### src/rtl/router_in_arb_pkg.sv
// Shared FSM state type and header field positions for the router input arbiter.
// No logic here, so no latency.
// No flow control here; the types are used by the arbiter and its picker.
package router_in_arb_pkg;

   typedef enum logic [2:0] {
      IDLE,
      HEADER,
      PAYLOAD,
      PARITY,
      GAP
   } state_e;

   // Header byte layout: length in the upper six bits, destination in the lower two.
   localparam int LEN_MSB  = 7;
   localparam int LEN_LSB  = 2;
   localparam int ADDR_MSB = 1;
   localparam int ADDR_LSB = 0;
   localparam int LEN_W    = 6;

   localparam logic [LEN_W-1:0] REM_ONE = LEN_W'(1);

endpackage

### src/rtl/router_in_arb_if.sv
// Bundle of source lanes, router input handshake and arbiter status.
// Wires only, no latency.
// Sources hold their byte until src_valid & src_ready; busy stalls the router side.
interface router_in_arb_if #(
   parameter int NUM_SRC = 4,
   parameter int DATA_W  = 8,
   parameter int SRC_W   = 2
);
   logic [NUM_SRC-1:0]        src_valid;
   logic [NUM_SRC*DATA_W-1:0] src_data;
   logic [NUM_SRC-1:0]        src_ready;
   logic                      busy;
   logic                      pkt_valid;
   logic [DATA_W-1:0]         data_in;
   logic [SRC_W-1:0]          grant_id;
   logic                      arb_active;
   logic                      err_abort;

   // Source/router side: drives requests and stall, observes the arbiter.
   modport master (
      output src_valid, src_data, busy,
      input  src_ready, pkt_valid, data_in, grant_id, arb_active, err_abort
   );

   // Arbiter side.
   modport slave (
      input  src_valid, src_data, busy,
      output src_ready, pkt_valid, data_in, grant_id, arb_active, err_abort
   );
endinterface

### src/rtl/router_in_arb_rr_pick.sv
// Round-robin picker: first requester strictly after ptr, wrapping to index 0.
// Purely combinational, zero latency.
// No flow control; the caller decides when to consume the pick.
module rr_pick #(
   parameter int NUM_SRC = 4,
   parameter int SRC_W   = 2
) (
   input  logic [NUM_SRC-1:0] req,
   input  logic [SRC_W-1:0]   ptr,
   output logic [SRC_W-1:0]   gnt_idx,
   output logic               any_req
);
   logic             hi_hit;
   logic             lo_hit;
   logic [SRC_W-1:0] hi_idx;
   logic [SRC_W-1:0] lo_idx;

   // Lowest requester above ptr wins; otherwise lowest at or below ptr (the wrap).
   always_comb begin
      hi_hit = 1'b0;
      lo_hit = 1'b0;
      hi_idx = '0;
      lo_idx = '0;
      for (int i = NUM_SRC - 1; i >= 0; i--) begin
         if (req[i]) begin
            if (SRC_W'(i) > ptr) begin
               hi_hit = 1'b1;
               hi_idx = SRC_W'(i);
            end else begin
               lo_hit = 1'b1;
               lo_idx = SRC_W'(i);
            end
         end
      end
      any_req = hi_hit | lo_hit;
      gnt_idx = hi_hit ? hi_idx : lo_idx;
   end
endmodule

### src/rtl/router_in_arb.sv
// Packet-granular round-robin arbiter feeding the single router input port.
// Grant 1 cycle after request; bytes pass combinationally from the granted lane.
// busy freezes the packet and deasserts src_ready; granted source must hold its byte.
module router_in_arb
   import router_in_arb_pkg::*;
#(
   parameter int NUM_SRC = 4,
   parameter int DATA_W  = 8,
   parameter int SRC_W   = 2
) (
   input logic             clock,
   input logic             resetn,
   router_in_arb_if.slave  bus
);
   state_e            state_q, state_d;
   logic [SRC_W-1:0]  grant_q, grant_d;
   logic [SRC_W-1:0]  ptr_q, ptr_d;
   logic [LEN_W-1:0]  rem_q, rem_d;
   logic              arb_active_q, arb_active_d;
   logic              err_abort_q, err_abort_d;

   logic [DATA_W-1:0] lane_g;
   logic              vld_g;
   logic              xfer;
   logic [SRC_W-1:0]  pick_idx;
   logic              pick_any;

   rr_pick #(.NUM_SRC(NUM_SRC), .SRC_W(SRC_W)) u_pick (
      .req     (bus.src_valid),
      .ptr     (ptr_q),
      .gnt_idx (pick_idx),
      .any_req (pick_any)
   );

   // Mux out the granted source's byte and valid.
   always_comb begin
      lane_g = '0;
      vld_g  = 1'b0;
      for (int i = 0; i < NUM_SRC; i++) begin
         if (grant_q == SRC_W'(i)) begin
            lane_g = bus.src_data[i*DATA_W +: DATA_W];
            vld_g  = bus.src_valid[i];
         end
      end
   end

   // Packet framing FSM: next state, byte counter and router-facing outputs.
   always_comb begin
      state_d       = state_q;
      grant_d       = grant_q;
      ptr_d         = ptr_q;
      rem_d         = rem_q;
      arb_active_d  = arb_active_q;
      err_abort_d   = 1'b0;
      bus.src_ready = '0;
      bus.pkt_valid = 1'b0;
      bus.data_in   = '0;
      xfer          = vld_g & ~bus.busy;

      case (state_q)
         IDLE: begin
            if (pick_any) begin
               grant_d      = pick_idx;
               ptr_d        = pick_idx;
               arb_active_d = 1'b1;
               state_d      = HEADER;
            end
         end
         HEADER, PAYLOAD, PARITY: begin
            bus.data_in   = lane_g;
            bus.pkt_valid = vld_g & (state_q != PARITY);
            for (int i = 0; i < NUM_SRC; i++) begin
               if (grant_q == SRC_W'(i)) bus.src_ready[i] = xfer;
            end
            // Valid is only judged while the router can take the byte.
            if (!bus.busy) begin
               if (!vld_g) begin
                  err_abort_d  = 1'b1;
                  arb_active_d = 1'b0;
                  state_d      = GAP;
               end else begin
                  case (state_q)
                     HEADER: begin
                        rem_d   = lane_g[LEN_MSB:LEN_LSB];
                        state_d = (rem_d == '0) ? PARITY : PAYLOAD;
                     end
                     PAYLOAD: begin
                        rem_d = rem_q - REM_ONE;
                        if (rem_q == REM_ONE) state_d = PARITY;
                     end
                     default: begin
                        arb_active_d = 1'b0;
                        state_d      = GAP;
                     end
                  endcase
               end
            end
         end
         GAP:     state_d = IDLE;
         default: state_d = IDLE;
      endcase
   end

   // State and grant registers; reset points ptr at the last source so source 0 leads.
   always_ff @(posedge clock or negedge resetn) begin
      if (!resetn) begin
         state_q      <= IDLE;
         grant_q      <= '0;
         ptr_q        <= SRC_W'(NUM_SRC - 1);
         rem_q        <= '0;
         arb_active_q <= 1'b0;
         err_abort_q  <= 1'b0;
      end else begin
         state_q      <= state_d;
         grant_q      <= grant_d;
         ptr_q        <= ptr_d;
         rem_q        <= rem_d;
         arb_active_q <= arb_active_d;
         err_abort_q  <= err_abort_d;
      end
   end

   assign bus.grant_id   = grant_q;
   assign bus.arb_active = arb_active_q;
   assign bus.err_abort  = err_abort_q;

endmodule

### src/flat_wrapper.sv
// flat-port wrapper written by rule: the top's interface ports become plain ports
module router_in_arb_flat import router_in_arb_pkg::*;
#(
   parameter int NUM_SRC = 4,
   parameter int DATA_W  = 8,
   parameter int SRC_W   = 2
)
  (clock, resetn, bus_src_valid, bus_src_data, bus_busy, bus_src_ready, bus_pkt_valid, bus_data_in, bus_grant_id, bus_arb_active, bus_err_abort);
  router_in_arb_if #(.NUM_SRC(NUM_SRC), .DATA_W(DATA_W), .SRC_W(SRC_W)) bus_i ();
  input logic clock;
  input logic resetn;
  input wire logic [$bits(bus_i.src_valid)-1:0] bus_src_valid;
  input wire logic [$bits(bus_i.src_data)-1:0] bus_src_data;
  input wire logic [$bits(bus_i.busy)-1:0] bus_busy;
  output wire logic [$bits(bus_i.src_ready)-1:0] bus_src_ready;
  output wire logic [$bits(bus_i.pkt_valid)-1:0] bus_pkt_valid;
  output wire logic [$bits(bus_i.data_in)-1:0] bus_data_in;
  output wire logic [$bits(bus_i.grant_id)-1:0] bus_grant_id;
  output wire logic [$bits(bus_i.arb_active)-1:0] bus_arb_active;
  output wire logic [$bits(bus_i.err_abort)-1:0] bus_err_abort;
  assign bus_i.src_valid = bus_src_valid;
  assign bus_i.src_data = bus_src_data;
  assign bus_i.busy = bus_busy;
  assign bus_src_ready = bus_i.src_ready;
  assign bus_pkt_valid = bus_i.pkt_valid;
  assign bus_data_in = bus_i.data_in;
  assign bus_grant_id = bus_i.grant_id;
  assign bus_arb_active = bus_i.arb_active;
  assign bus_err_abort = bus_i.err_abort;
  router_in_arb #(.NUM_SRC(NUM_SRC), .DATA_W(DATA_W), .SRC_W(SRC_W)) u_core (.clock(clock), .resetn(resetn), .bus(bus_i));
endmodule
### config.mk
export PLATFORM = sky130hd
export DESIGN_NAME = router_in_arb_flat
export DESIGN_NICKNAME = d
export VERILOG_FILES = /design/src/rtl/router_in_arb_pkg.sv /design/src/rtl/router_in_arb_if.sv /design/src/rtl/router_in_arb_rr_pick.sv /design/src/rtl/router_in_arb.sv /design/src/flat_wrapper.sv
export SDC_FILE = /design/constraint.sdc
export NUM_CORES = 1
export LEC_CHECK = 0
export BUFFER_PORTS_ARGS = -buffer_cell sky130_fd_sc_hd__buf_2
export CAP_MARGIN = 25
export CORE_MARGIN = 4
export CORE_UTILIZATION = 50
export CTS_CLUSTER_DIAMETER = 200
export DETAILED_ROUTE_END_ITERATION = 8
export GPL_TIMING_DRIVEN = 0
export PLACE_DENSITY_LB_ADDON = 0.2
export SYNTH_ARGS = -nofsm -noshare
export SYNTH_HDL_FRONTEND = slang
export SYNTH_SLANG_ARGS = --single-unit
### constraint.sdc
create_clock -name clock -period 3 [get_ports clock]
set_clock_uncertainty 0.1 [all_clocks]
set_input_delay 0.3 -clock clock [delete_from_list [all_inputs] [get_ports clock]]
set_output_delay 0.3 -clock clock [all_outputs]
set_load 0.01 [all_outputs]
==> After elaboration in Yosys (flattened, before gate mapping) <==
Cells that the tools add are included.
{ "totals": {"ff_bits": 15, "latchBits": 0, "ram_bits": 0, "rom_bits": 0, "output_inout_bits": 17, "elab_cells": 102, "n_memories": 0} }
{ "op_classes": {"addsub": 1, "multipliers": 0, "div": 0, "n_lt_le_gt_ge": 4, "eq_ne": 12, "n_shift": 0, "mux": 64, "bitwise_logic": 4, "reduce_logical": 11} }
{ "op_table": {"columns": ["op", "n"], "rows": [
  ["two-way mux 8 bit", 5],
  ["two-way mux 2 bit", 17],
  ["two-way mux 1 bit", 33],
  ["two-way mux 3 bit", 4],
  ["one-hot mux 3 bit (2 select lines)", 2],
  ["one-hot mux 6 bit (2 select lines)", 1],
  ["AND reduction 4 bit", 2],
  ["== test 3 x 2 -> 1 bit, second input constant", 2],
  ["== test 6 x 1 -> 1 bit, second input constant", 1],
  ["logical NOT 6 bit", 1],
  ["subtractor 6 x 1 -> 6 bit, second input constant", 1],
  ["== test 2 bit, second input constant", 2],
  ["> comparator 1 x 2 -> 1 bit, first input constant", 2],
  ["> comparator 2 bit, first input constant", 2],
  ["two-way mux 4 bit", 1],
  ["inequality test 4 bit, second input constant", 1],
  ["nonzero test 2 bit", 2],
  ["== test 3 x 1 -> 1 bit, second input constant", 1],
  ["logical NOT 3 bit", 1],
  ["inequality test 3 x 2 -> 1 bit, second input constant", 1],
  ["inequality test 3 bit, second input constant", 1],
  ["AND reduction 3 bit", 1],
  ["OR reduction 3 bit", 1],
  ["AND 1 bit", 2],
  ["other kinds (9)", 9]
]} }

==> Depth between registers and ports, before layout <==
{ "depth": {"depth_word": 12, "depth_mapped": 7, "depth_no_buf": 6} }

==> Cells and area by module <==
From an unflattened synthesis, not the netlist that was laid out.
{ "hier_totals": {"cells_unflattened": 135, "area_unflattened_um2": 1260.0} }
{ "by_module_without_submodules": {"columns": ["module", "instances", "cells_each", "area_each_um2", "seq_area_each_um2"], "rows": [
  ["router_in_arb", 1, 122, 1178.6, 377.9],
  ["rr_pick", 1, 13, 81.3, 0.0]
]} }

==> Worst setup path before layout <==
OpenSTA, ideal clock, no wires.
{ "synth_timing": {"kind": "reg-to-reg", "start": "reg u_core.grant_q[0] (netlist: u_core.bus.grant_id[0])", "end": "reg u_core.arb_active_q (netlist: u_core.bus.arb_active)", "setup_time_ns": 0.122, "arrival_ns": 1.587, "required_time_ns": 2.778, "slack_ns": 1.191, "stages_incl_launch_ff": 6, "path_buffers": 1, "period_less_slack_ns": 1.809, "cell_sequence": "dfrtp_1 buf_6 mux4_2 maj3_2 nor3_2 nor2_1"} }
{ "synth_via": {"elab_chain_len": 8, "word_cells_on_any_way": 13, "cone_classes": "eq/ne: 4; mux: 7; reduce/logical: 2"} }
{ "synth_lines": {"columns": ["item", "line", "source"], "rows": [
  ["start: declaration", "router_in_arb.sv:16", "logic [SRC_W-1:0] grant_q, grant_d;"],
  ["start signal: assignment", "router_in_arb.sv:115", "grant_q <= grant_d;"],
  ["logical NOT 2 bit", "router_in_arb.sv:40", "if (grant_q == SRC_W'(i)) begin"],
  ["two-way mux 1 bit (3 in series)", "router_in_arb.sv:40", null],
  ["two-way mux 1 bit *", "router_in_arb.sv:40", null],
  ["two-way mux 1 bit", "router_in_arb.sv:77", "if (!vld_g) begin"],
  ["two-way mux 1 bit", "router_in_arb.sv:76", "if (!bus.busy) begin"],
  ["one-hot mux 1 bit (2 select lines)", "router_in_arb.sv:60", "case (state_q)"],
  ["end signal: assignment", "router_in_arb.sv:118", "arb_active_q <= arb_active_d;"],
  ["end: declaration", "router_in_arb.sv:19", "logic arb_active_q, arb_active_d;"]
]} }
Every way passes the cells marked *; elsewhere a longest branch is shown, timed or not. The select of a mux whose other input is x is not followed.
A chain may end at the register's enable or synchronous reset.

==> Worst setup path in the final report <==
{ "layout_timing": {"start": "reg u_core.grant_q[1] (netlist: u_core.bus.grant_id[1])", "end": "out bus_data_in[7]"} }
{ "layout_via": {"elab_chain_len": 6, "word_cells_on_any_way": 9, "cone_classes": "eq/ne: 3; mux: 5; reduce/logical: 1"} }
{ "layout_lines": {"columns": ["item", "line", "source"], "rows": [
  ["logical NOT 2 bit", "router_in_arb.sv:40", null],
  ["two-way mux 8 bit (3 in series)", "router_in_arb.sv:40", null],
  ["two-way mux 8 bit *", "router_in_arb.sv:40", null],
  ["two-way mux 8 bit *", "router_in_arb.sv:60", null],
  ["end: declaration", "flat_wrapper.sv:17", "output wire logic [$bits(bus_i.data_in)-1:0] bus_data_in;"]
]} }
Every way passes the cells marked *; elsewhere a longest branch is shown, timed or not.

==> run metrics <==
outcome completed; RSZ-0062 raised after global routing no; share of post-route cells with drive strength above 1 0.395; Syn Area/Cell 9.77 µm²; first-pass GRT wire length 5.33 mm; Main synth FF type dfrtp_1; power after layout 0.00150 W; post-synthesis register bit count 15; Post-Synth Simple-Gate Area 0.284; Arr. time, crit path 1.90 ns; Reg clk slew, reported paths 0.11 ns; Final setup violation count 0; Slew HR 0.559; CP cell instances clkbuf_1 -> mux4_1 -> nor2b_1 -> buf_2; CTS tree yes; Die Y 58.6 µm; Total Routing Usage GR 0.195; DP HPWL 2.59 mm; ranking of synthesized cells by area dfrtp_1 25%, mux4_1 10%, mux4_2 7.0%, nor2b_1 5.9%, nor2_1 4.7%; crit-path max FO 10; grt total ovfl 0; critical path type register to output pin; Synth Area in Adders 0.0283; wire per inst 14.8 µm; FP Rows 18; Synth Area in Compound Gates 0.140; CP max stage delay 0.49 ns; Max Root-Sink Buffers 2; final WL 3.26 mm; Lkg Pwr 0.763 nW; post-CTS setup buffer count 0; drt drc 0; most frequent cell after synthesis nor2_1; Post-synth EDFFs 0; die area 3430 µm²; Via density 5.70; number of max-cap violations 0; fin crit share 0.767; starting DRC count in detailed routing 36; startpoint types register; pwr/cell area 924 nW/µm²; ys async rst share 1.00; Nets 232; Top Ports 56; vias in the first global route 1220; FMAX 435 MHz; Worst Path Buf+Inv 2; area grow syn2layout 26.9%; First-pass DRT Iterations 4; CP Capture Type output pin; Total Neg Setup Slack 0 ns; Num CTS Buffers 3; mux contribution to synthesized area 0.182; Warnings, synthesis 0; Mapped Nets 172; Core ar. 2450 µm²; global placement routability congestion 0.799; CP required 2.60 ns; area leader, netlist dfrtp_1; Port Buf Inserts 54; root buf cell clkbuf_4; Syn Std Cell Area 1280 µm²; Worst-Skew Late Latency 0.29 ns; hold violation count in the final report 0; Syn Inst Count 131; VDD IR max 0.578 mV; initial antenna violation count 0; Hold/Removal Path Class input pin to register; Crit path max-delay family buffers and inverters; Seq/Total Area, Yosys 0.295; largest net degree at the start of global routing 16; top cells by count, synth 16 x nor2_1, 13 x dfrtp_1, 12 x nor2b_1, 6 x a21oi_1, 6 x o21ai_1; number of diodes 0; top cell type's share of synthesized area 0.254; Yosys cell types 47; PostCTS Resize Cnt 0; Final Slew Violations 0; vias 1253; Worst Tran Pin Value 0.655 ns; largest family of logic cells by synthesized area simple AND/OR/NAND/NOR gates; Period minus WS final 2.30 ns; ANT nets after route 0; Critical-path top delay cell dfrtp_1; CTS Sinks 15; Die X 58.6 µm; XOR/XNOR Fraction of Synth Area 0.00684; CTS H-tree lvls 1; Initial Utilization 0.521
sequential cells by signal, summed over array words and instances, names as in the netlist:
register / flops
u_core.bus.arb_active: 1
u_core.bus.err_abort: 1
u_core.bus.grant_id: 2
u_core.ptr_q: 2
u_core.rem_q: 6
u_core.state_q: 3
power breakdown:
| group | internal [W] | switching [W] |
|---|---|---|
| clock | 0.0000516 | 0.0000704 |
| combinational | 0.000472 | 0.000516 |
| sequential | 0.000306 | 0.0000855 |
logic make-up (layout without fill, tap and decap cells):
| family | after synthesis | after routing |
|---|---|---|
| buf+inv | 15 | 74 |
| fa+ha+maj | 3 | 3 |
| xor+xnor | 1 | 1 |
| compound gates | 28 | 28 |
| mux | 10 | 10 |
| flops | 15 | 15 |
| simple gates | 59 | 59 |
stage by stage:
stage,cells,cell area [µm²],hold slack [ns],setup slack [ns],utilization
floorplan,131,1280,-0.0956,1.19,-
global placement,215,1590,0.125,1.03,0.647
detailed placement,215,1590,0.136,1.02,0.647
CTS,220,1620,0.139,0.707,0.662
global route,220,1620,0.140,0.554,0.662
finish,220,1620,0.148,0.699,0.662
layout make-up:
type                       instances  area (µm²)
inverter                           5        18.8
tap                               30        37.5
multi-input combinational        101         821
buffer                            10        62.6
fill                             212         831
sequential                        15         378
timing repair buffer              55         280
clock buffer                       4        26.3
cell usage in the layout, fill, tap and decap left out, types with 2 or more instances in the layout:
cell,n
buf_2,56
nor4_1,4
nand2_1,3
and4bb_2,2
dfrtp_1,13
nor2_1,16
ha_1,2
inv_1,5
nor2b_1,12
clkbuf_4,3
nand2b_1,2
a21oi_1,6
clkbuf_1,5
mux4_1,5
a211oi_1,2
o21ai_0,5
o21ai_1,6
nor3_1,3
dfstp_2,2
or3_1,2
mux4_2,4
nor4b_1,2
o2bb2ai_1,3
nand3b_1,2
worst register-to-register path: stages (launching register included):
cell and delay, ns:
dfrtp_1 0.49, clkbuf_1 0.39, mux4_1 0.42, nor4b_1 0.27, a41oi_1 0.15, o21ai_1 0.14
metal layers:
| metal | up-vias | wire length [µm] | GRT usage | share of wire |
|---|---|---|---|---|
| met5 | - | 0 | 0 | 0 |
| met4 | 0 | 14 | 0.0388 | 0.0043 |
| met3 | 2 | 164 | 0.0351 | 0.050 |
| met2 | 37 | 1730 | 0.338 | 0.53 |
| met1 | 606 | 1360 | 0.257 | 0.42 |
| li1 | 608 | - | - | - |
final timing paths:
path / start / to / slack, ns / cells past startpoint
min reg2reg: u_core.ptr_q[0] / u_core.ptr_q[0] / 0.42 / 2
min: bus_busy / u_core.state_q[2] / 0.15 / 2
min in group asynchronous: resetn / u_core.rem_q[2] / 0.34 / 2
max in group asynchronous: resetn / u_core.ptr_q[1] / 2.14 / 2
max: u_core.bus.grant_id[1] / bus_data_in[7] / 0.70 / 4
max reg2reg: u_core.bus.grant_id[1] / u_core.state_q[0] / 0.98 / 5
repair_timing:
| action | CTS | global route |
|---|---|---|
| endpoints found under the setup margin | 0 | 0 |
| hold buffers | 1 | 0 |
| hold endpoints to repair | 13 | 0 |
(Power assumes the default switching activity.)
